<file path="src/rtl/icache_axi_reader.sv">
// icache_axi_reader: fetches one 16-byte icache line as a 4-beat 32-bit AXI4
// INCR burst and hands the assembled 128-bit line back with a single pulse.
// Every output is a register or a decode of the state register, so no input
// reaches an output combinationally.
module icache_axi_reader #(
  parameter logic [3:0] AXI_ID = 4'd0
) (
  input  logic         clk,
  input  logic         rst,
  // icache side
  input  logic         cpu_ren,
  input  logic [31:0]  cpu_raddr,
  output logic         dev_rrdy,
  output logic         ren_received,
  output logic         dev_rvalid,
  output logic [127:0] dev_rdata,
  output logic         dev_rerr,
  output logic         flush_flag_valid,
  // AXI read address channel
  output logic [31:0]  araddr,
  output logic         arvalid,
  input  logic         arready,
  output logic [7:0]   arlen,
  output logic [2:0]   arsize,
  output logic [1:0]   arburst,
  output logic [3:0]   arid,
  // AXI read data channel
  input  logic [31:0]  rdata,
  input  logic [1:0]   rresp,
  input  logic         rlast,
  input  logic         rvalid,
  output logic         rready,
  input  logic [3:0]   rid
);

  localparam logic [1:0] IDLE = 2'd0;
  localparam logic [1:0] ADDR = 2'd1;
  localparam logic [1:0] DATA = 2'd2;
  localparam logic [1:0] RESP = 2'd3;

  logic [1:0]  state_reg, state_next;
  logic [31:0] addr_reg, addr_next;
  logic [1:0]  beat_reg, beat_next;
  logic        err_reg, err_next;
  logic        ren_received_reg, ren_received_next;
  logic        beat_wr;

  // The burst ID on the read data channel and the byte offset within the
  // line carry no information for this block.
  logic unused_inputs;
  assign unused_inputs = ^{rid, cpu_raddr[3:0]};

  // A beat is captured on every data handshake; rready is high exactly in DATA.
  assign beat_wr = (state_reg == DATA) && rvalid;

  // Next-state logic: accept in IDLE, hold AR until arready, count four beats.
  always_comb begin
    state_next        = state_reg;
    addr_next         = addr_reg;
    beat_next         = beat_reg;
    err_next          = err_reg;
    ren_received_next = 1'b0;
    case (state_reg)
      IDLE: begin
        if (cpu_ren) begin
          addr_next         = {cpu_raddr[31:4], 4'b0000};
          ren_received_next = 1'b1;
          beat_next         = 2'd0;
          err_next          = 1'b0;
          state_next        = ADDR;
        end
      end
      ADDR: begin
        if (arready) begin
          state_next = DATA;
        end
      end
      DATA: begin
        if (rvalid) begin
          beat_next = beat_reg + 2'd1;
          // A bad response or an rlast on the wrong beat marks the line bad,
          // but the burst is still drained to its fourth beat.
          if ((rresp != 2'b00) || (rlast != (beat_reg == 2'd3))) begin
            err_next = 1'b1;
          end
          if (beat_reg == 2'd3) begin
            state_next = RESP;
          end
        end
      end
      default: begin
        state_next = IDLE;
      end
    endcase
  end

  // Control registers, cleared asynchronously so a mid-burst reset drops AXI valids at once.
  always_ff @(posedge clk or negedge rst) begin
    if (!rst) begin
      state_reg        <= IDLE;
      addr_reg         <= '0;
      beat_reg         <= '0;
      err_reg          <= 1'b0;
      ren_received_reg <= 1'b0;
    end else begin
      state_reg        <= state_next;
      addr_reg         <= addr_next;
      beat_reg         <= beat_next;
      err_reg          <= err_next;
      ren_received_reg <= ren_received_next;
    end
  end

  // One 32-bit lane register per beat; a lane keeps its value until the next
  // burst overwrites it, so dev_rdata stays stable between lines.
  for (genvar gi = 0; gi < 4; gi++) begin : lane_g
    localparam logic [1:0] LANE = 2'(gi);
    logic [31:0] lane_reg;

    // Capture rdata when this lane's beat is handshaken.
    always_ff @(posedge clk or negedge rst) begin
      if (!rst) begin
        lane_reg <= '0;
      end else if (beat_wr && (beat_reg == LANE)) begin
        lane_reg <= rdata;
      end
    end

    assign dev_rdata[32*gi +: 32] = lane_reg;
  end

  assign dev_rrdy         = (state_reg == IDLE);
  assign ren_received     = ren_received_reg;
  assign dev_rvalid       = (state_reg == RESP);
  assign dev_rerr         = (state_reg == RESP) && err_reg;
  assign flush_flag_valid = (state_reg != IDLE);

  assign araddr  = addr_reg;
  assign arvalid = (state_reg == ADDR);
  assign arlen   = 8'd3;
  assign arsize  = 3'b010;
  assign arburst = 2'b01;
  assign arid    = AXI_ID;
  assign rready  = (state_reg == DATA);

endmodule

</file>
<file path="config.mk">
export PLATFORM = sky130hd
export DESIGN_NAME = icache_axi_reader
export DESIGN_NICKNAME = d
export VERILOG_FILES = /design/src/rtl/icache_axi_reader.sv
export SDC_FILE = /design/constraint.sdc
export NUM_CORES = 1
export LEC_CHECK = 0
export CAP_MARGIN = 20
export CORE_MARGIN = 5
export CORE_UTILIZATION = 43
export CTS_CLUSTER_DIAMETER = 80
export CTS_CLUSTER_SIZE = 24
export DETAILED_ROUTE_END_ITERATION = 12
export PLACE_DENSITY = 0.8
export SLEW_MARGIN = 20
export SYNTH_ARGS = -nofsm -noshare
export SYNTH_HDL_FRONTEND = slang
export SYNTH_SLANG_ARGS = --single-unit
</file>
<file path="constraint.sdc">
create_clock -name clk -period 2.35 [get_ports clk]
set_input_delay 0.3525 -clock clk [delete_from_list [all_inputs] [get_ports clk]]
set_output_delay 0.3525 -clock clk [all_outputs]
set_load 0.01 [all_outputs]
</file>
# After elaboration in Yosys (flattened, before gate mapping)
# Index checks and enable logic that the tools add are counted.
# classes
reduce_logical,16
addsub,1
muxes,14
n_eq_ne,12
# ops
op,n
two-way mux 2 bit,6
equality test 2 bit (second input constant),4
AND reduction 4 bit,2
logical AND 1 bit,6
inequality test 2 x 1 -> 1 bit (second input constant),3
case mux 2 bit (3 select lines),1
nonzero test 2 bit,3
two-way mux 1 bit,5
equality test 2 x 1 -> 1 bit (second input constant),2
logical NOT 2 bit,2
inequality test 2 bit (second input constant),2
case mux 2 bit (2 select lines),1
AND reduction 3 bit,1
adder 2 x 1 -> 2 bit (second input constant),1
case mux 1 bit (2 select lines),1
AND reduction 2 bit,1
logical OR 1 bit,1
inequality test 1 bit,1
# totals
ff_bits,162
out_inout_bits,184
word_cells,52
in_bits,76

# Longest topological paths before layout
# Gate-level depths: netlist (run 1).
# depth
ltp_word,6
mapped_depth,6
depth_no_buf,5

# Least setup slack after synthesis (run 1)
# No wires, ideal clock.
# synth_timing
path_kind,register to register
from,register state_reg[0]
to,register state_reg[1]
n_path_buf,1
arrival_time_ns,1.607
required_ns,2.225
slack_ns,0.618
setup_ns,0.125
synth_period_minus_slack_ns,1.732
stages_incl_launch_ff,6
path_cell_list,dfrtp_1 -> inv_1 -> ha_1 -> buf_2 -> a221oi_1 -> mux2_2
# synth_via
elab_chain_cells,3
# synth_lines
element,line,text
start: declaration,41,"logic [1:0] state_reg, state_next;"
start signal: assignment,106,state_reg <= state_next;
equality test 2 bit (*),--,
named net rready,32,"output logic rready,"
inequality test 2 x 1 -> 1 bit (no line) / inequality test 2 bit (equally long branches),--,
AND reduction 4 bit (no line),--,
# Mark *: on every way through the listed nets, which the timed path passes. The rest lies on a longest branch.
# A chain may end at the register's enable or synchronous reset.

# Worst setup path after layout (run 1)
# layout_timing
from,register state_reg[0]
to,output flush_flag_valid
# layout_via
elab_chain_cells,1
# layout_lines
element,line,text
nonzero test 2 bit,136,assign flush_flag_valid = (state_reg != IDLE);
end: declaration,18,"output logic flush_flag_valid,"
# No other way between the ends.

==> run_results.csv, run 1 <==
group,metric,value,unit
layout,n_antenna_cell,0,
layout,fillCellCount,1065,
setup_path,crit_type,"flip-flop to output pin",
sta,setup_violations,0,
setup_path,cp_common_cell,"inv_1",
global_route,grt_usage,18.7,%
placement,gp_congestion,0.727,
detailed_routing,via_per_inst,4.94,
synthesis,synth-async-reset-ratio,100,%
floorplanning,dieWidth,132,µm
global_route,grt_max_degree,52,
layout,largest_reg_flops,128,
power_and_ir_drop,power,13.4,mW
detailed_routing,drt_iter0_drc,103,
layout,final_nets,733,
setup_path,rr_endpoint,"lane_g[0].lane_reg[10]",
clock_network,cts.clk_slew.worst_paths,0.06,ns
sta,tightestPinTransition,0.502,ns
synthesis,ys_top_cells_by_count,"162 x dfrtp_1, 157 x mux2_2, 22 x buf_4, 16 x buf_2, 9 x ha_1",
global_route,grt_overflow,0,
power_and_ir_drop,power.density,1430,nW/µm²
clock_network,clock_path_buffers,2,
global_route,antenna_found_initial,0,
sta,fin_skew,0.00538,ns
placement,dp_hpwl,11.8,mm
min_path,hold_class,"input port to asynchronous set/reset pin",
sta,fin_crit_sh,94.2,%
sta,tns,0,ns
sta,max_clock_freq,452,MHz
synthesis,synth_top_area_share,63.4,%
synthesis,synthTopCellsByArea,"dfrtp_1 63%, mux2_2 28%, buf_4 2.6%",
setup_path,r2r-start,"state_reg[0]",
synthesis,synth_cell_type_count,24,
placement,io_buffers,230,
floorplanning,dieArea,17400,µm²
setup_path,critPathCaptureType,"output pin",
job,cap_violations,0,
setup_path,max_stage_delay,0.55,ns
global_route,grt_pass1_vias,4791,
layout,syn_to_final_growth,47.3,%
global_route,grt_pass1_wl,25.9,mm
synthesis,ys_seq_area_share,63.4,%
sta,drv_slew,0,
setup_path,r2r.worst_path.cells,6,
sta,period_needed,2.21,ns
clock_network,clk_latency,0.41,ns
clock_network,htreeDepth,4,
synthesis,synth-seq-cells,162,
synthesis,yosysMostFrequentCell,"dfrtp_1",
layout,seq_area,4050,µm²
setup_path,worstPathRequired,2.00,ns
setup_path,crit_arrival,1.86,ns
synthesis,synth_top_area_cell,"dfrtp_1",
clock_network,cts.sinks,162,
setup_path,crit_chain,"inv_1, ha_1, inv_1, clkdlybuf4s50_1",
floorplanning,ios,260,
detailed_routing,drc,0,
run_status,outcome,"finished, final reports clean",
layout,drive_above_1_share,30.6,%
clock_network,ctsRootBufferMaster,"clkbuf_16",
floorplanning,core,14500,µm²
clock_network,tritoncts,"yes",
sta,hold_viol,0,
floorplanning,start_util,44.0,%
power_and_ir_drop,power_leakage,4.15,nW
synthesis,synth_ff_type,"dfrtp_1",
sta,rsz0062_at_grt,"false",
layout,multi_input_area,2150,µm²
synthesis,synth_cells,403,
floorplanning,rows,44,
detailed_routing,routedWlPerCell,19.0,µm
setup_path,r2r_slack,0.45,ns
detailed_routing,antenna_left,0,
clock_network,numCtsBuffers,17,
synthesis,ys_warn_count,0,
power_and_ir_drop,vdd.ir_drop.worst,0.684,mV
detailed_routing,detail_route.first_pass.iterations,4,
setup_path,cp_max_fo,6,
synthesis,postSynthAreaPerCell,15.9,µm²
floorplanning,die_h,132,µm
detailed_routing,totalWireLength,16.0,mm
setup_path,critPathLaunchType,"flip-flop",
synthesis,synth_edf_count,0,
setup_path,worst_path_max_delay_cell,"clkdlybuf4s50_1",
synthesis,netlist_area,6390,µm²
sta,slew_headroom,66.5,%
detailed_routing,vias,4151,
layer usage:
metal / global-route usage (%) / wire length, µm
met2: 32.8 / 8400
met1: 20.1 / 5880
met4: 6.86 / 327
met5: 0 / 0
met3: 7.94 / 1380
critical path, delay by kind of cell, from the launching register on:
family	cells	cell delay, ns
fa+ha+maj	1	0.28
buf+inv	3	0.74
flops	1	0.42
per-stage QoR:
step                cell area, µm²  instances  hold slack [ns]  util, %  setup WS, ns
finish                        9420        841            0.456     64.8         0.136
global route                  9420        841            0.499     64.8        0.0742
CTS                           9420        841            0.455     64.8         0.103
detailed placement            8880        812            0.328     61.1         0.289
global placement              8880        812            0.317     61.1         0.344
floorplan                     6460        422           0.0569        -         0.618
power breakdown:
group	internal (mW)	switching, mW	leakage, nW
logic	3.74	2.25	1.91
registers	4.19	0.774	1.99
clock network	1.48	1.00	0.254
total	9.41	4.03	4.15
cells by family after synthesis:
logic type	after synthesis	synth area share [%]
fa+ha+maj	9	1.76
other cells	2	0.117
simple gates	15	1.35
buf+inv	45	4.25
xor+xnor	1	0.137
compound gates	12	1.31
flops	162	63.4
mux	157	27.7
how the worst max path moves through the flow:
stage / end / from / slack, ns
after floorplan: state_reg[1] / state_reg[0] / 0.62
after global placement: state_reg[1] / rvalid / 0.34
after detailed placement: state_reg[1] / rvalid / 0.29
after CTS: flush_flag_valid / state_reg[0] / 0.10
after global routing: flush_flag_valid / state_reg[0] / 0.07
final: flush_flag_valid / state_reg[0] / 0.14
placed cells by master, fill, tap and decap left out, types with 3 or more instances in the layout:
cell,n
clkdlybuf4s50_1,229
dfrtp_1,162
mux2_2,157
conb_1,21
clkbuf_16,17
buf_4,13
ha_1,9
inv_1,7
nand3_2,4
o21ai_0,4
nand2_1,3
nand2b_1,3
clkinv_2,3
clkbuf_1,3
what timing repair did:
action,4_1_cts,5_1_grt
endpoints found under the hold margin,47,0
hold buffers,1,0
buffers inserted,0,0
resized for setup,0,0
final cells by class:
type | instances | share of cell area (%)
Clock buffer | 22 | 4.93
Clock inverter | 6 | 0.638
Inverter | 7 | 0.279
Multi-Input combinational cell | 215 | 22.9
Sequential cell | 162 | 43.0
Tap cell | 184 | 2.44
Timing Repair Buffer | 245 | 25.8
No activity file was read; power rests on OpenSTA's default activity.
==> inputs of run 2 (changes only) <==
--- a/config.mk
+++ b/config.mk
@@ -6,12 +6,11 @@
 export NUM_CORES = 1
 export LEC_CHECK = 0
 export CAP_MARGIN = 20
-export CORE_MARGIN = 5
-export CORE_UTILIZATION = 43
+export CORE_UTILIZATION = 47
 export CTS_CLUSTER_DIAMETER = 80
 export CTS_CLUSTER_SIZE = 24
 export DETAILED_ROUTE_END_ITERATION = 12
-export PLACE_DENSITY = 0.8
+export PLACE_DENSITY = 0.86
 export SLEW_MARGIN = 20
 export SYNTH_ARGS = -nofsm -noshare
 export SYNTH_HDL_FRONTEND = slang
==> constraint.sdc (replaced) <==
create_clock -name clk -period 2.6 [get_ports clk]
set_input_delay 0.39 -clock clk [delete_from_list [all_inputs] [get_ports clk]]
set_output_delay 0.39 -clock clk [all_outputs]
set_load 0.01 [all_outputs]
==> run 2 against run 1 <==
- count of clock-buffer cells in the layout fell by 2
- die area decreased by 19%
- largest power group unchanged
- sequential power decreased by 9.7%
- critical path type unchanged
- via count increased by 0.12%
==> run_results.csv, run 2 (synthesized netlist as in run 1, its figures left out) <==
group,metric,value,unit
layout,layout_common_cells,"229 x clkdlybuf4s50_1, 162 x dfrtp_1, 157 x mux2_2, 21 x conb_1, 17 x clkbuf_16",
detailed_routing,drc,0,
setup_path,crit_type,"flip-flop to output pin",
sta,setup_violations,0,
layout,n_antenna_cell,0,
power_and_ir_drop,seqPwrFrac,36.1,%
sta,fin_ws,0.333,ns
setup_path,cp.depth,3,
detailed_routing,vias,4156,
power_and_ir_drop,pwr-share-comb,43.6,%
detailed_routing,via_per_inst,4.97,
setup_path,cp_top_family,"buffers and inverters",
placement,placed_area,8890,µm²
layout,mostFrequentLayoutCell,"clkdlybuf4s50_1",
detailed_routing,detail_route.first_pass.iterations,4,
clock_network,clock_path_buffers,2,
setup_path,critPathLaunchType,"flip-flop",
detailed_routing,drt_iter0_drc,126,
floorplanning,ios,260,
power_and_ir_drop,power.density,1300,nW/µm²
layout,fillCellCount,896,
min_path,hold_class,"input port to asynchronous set/reset pin",
clock_network,cts.clk_slew.worst_paths,0.06,ns
setup_path,critPathCaptureType,"output pin",
power_and_ir_drop,pwr-share-clk,20.3,%
sta,hold_viol,0,
setup_path,r2r.worst_path.cells,6,
layout,largest_reg_flops,128,
sta,max_clock_freq,441,MHz
layout,multi_input_area,2150,µm²
clock_network,tritoncts,"yes",
setup_path,worst_path_max_delay_cell,"clkdlybuf4s50_1",
detailed_routing,antenna_left,0,
power_and_ir_drop,switching_power,3.67,mW
clock_network,numCtsBuffers,17,
detailed_routing,routedWlPerCell,17.9,µm
setup_path,r2r-start,"state_reg[0]",
power_and_ir_drop,power,12.4,mW
floorplanning,start_util,48.3,%
sta,slew_headroom,66.6,%
global_route,antenna_found_initial,0,
sta,rsz0062_at_grt,"false",
layout,fin_area,9510,µm²
placement,gp_congestion,0.791,
setup_path,rr_endpoint,"lane_g[1].lane_reg[4]",
clock_network,htreeDepth,4,
placement,pre_cts_ws,0.493,ns
sta,tns,0,ns
layout,syn_to_final_growth,48.8,%
power_and_ir_drop,vdd.ir_drop.worst,0.750,mV
placement,io_buffers,230,
sta,fin_crit_sh,87.2,%
setup_path,worstPathRequired,2.21,ns
layout,seq_area,4050,µm²
sta,period_needed,2.27,ns
layout,drive_above_1_share,31.3,%
sta,drv_slew,0,
detailed_routing,totalWireLength,15.0,mm
sta,fin_skew,0.00640,ns
setup_path,cp_num_buf_inv,2,
clock_network,cts.sinks,162,
power_and_ir_drop,switching_share,29.6,%
setup_path,r2r_slack,0.64,ns
global_route,grt_usage,22.5,%
global_route,grt_max_degree,55,
setup_path,endpoint,"rready",
job,cap_violations,0,
floorplanning,core,13200,µm²
floorplanning,rows,42,
run_status,outcome,"finished, final reports clean",
sta,tightestPinTransition,0.501,ns
power_and_ir_drop,intPower,8.73,mW
setup_path,max_stage_delay,0.61,ns
layout,final_nets,733,
sta,holdWs,0.494,ns
floorplanning,die_h,119,µm
power_and_ir_drop,power_leakage,4.19,nW
global_route,grt_pass1_wl,24.2,mm
clock_network,clk_latency,0.41,ns
clock_network,ctsRootBufferMaster,"clkbuf_16",
floorplanning,dieArea,14100,µm²
global_route,grt_overflow,0,
setup_path,crit_arrival,1.88,ns
placement,dp_hpwl,10.9,mm
setup_path,cp_max_fo,7,
global_route,grt_pass1_vias,4569,
setup_path,crit_chain,"inv_1, ha_1, clkdlybuf4s50_1",
setup_path,critPathLaunch,"state_reg[0]",
floorplanning,dieWidth,119,µm
clock_network,postCtsSetupRepairBufs,0,
[run 2: changes by cell type in the layout (fill, tap and decap cells not counted), sizes merged]
cell      before  now
clkinvlp       2    3
bufinv         1    3
clkbuf        22   20
clkinv         3    6
[run 2: metrics by stage]
step	instances	utilization, %
3_3_place_gp	804	67.1
6_report	837	71.8
4_1_cts	837	71.8
5_1_grt	837	71.8
3_5_place_dp	804	67.1
2_1_floorplan	422	-
[run 2: power groups by stage]
stage / registers (mW) / clock network [mW] / logic [mW]
finish: 4.48 / 2.52 / 5.42
global route: 4.62 / 2.67 / 5.73
CTS: 4.48 / 2.58 / 5.48
detailed placement: 4.51 / 0 / 5.44
global placement: 4.40 / 0 / 5.30
floorplan: 4.99 / 0 / 1.70
[run 2: worst min-delay path by stage]
stage                     slack (ns)          to
final                           0.49  araddr[11]
after global routing            0.52  araddr[11]
after CTS                       0.49  araddr[11]
after detailed placement        0.37  araddr[11]
after global placement          0.35  araddr[11]
after floorplan                 0.09  araddr[10]
[run 2: timing repair]
item,4_1_cts,5_1_grt
hold endpoints to repair,51,0
hold buffers,1,0
resized for setup,0,0
[run 2: cell type report]
type / instances / area share (%)
clock buffer: 20 / 4.80
clock inverter: 12 / 1.66
inverter: 7 / 0.276
multi-input combinational: 215 / 22.6
sequential: 162 / 42.6
tap: 176 / 2.32
timing repair buffer: 245 / 25.7
[run 2: metal layers]
layer  GRT usage (%)  up-vias  wire length (µm)
met5               0        -                 0
met4            10.9        0               464
met3            8.74       36              1200
met2            38.2      174              7630
met1            24.7     2083              5710
li1                -     1863                 -
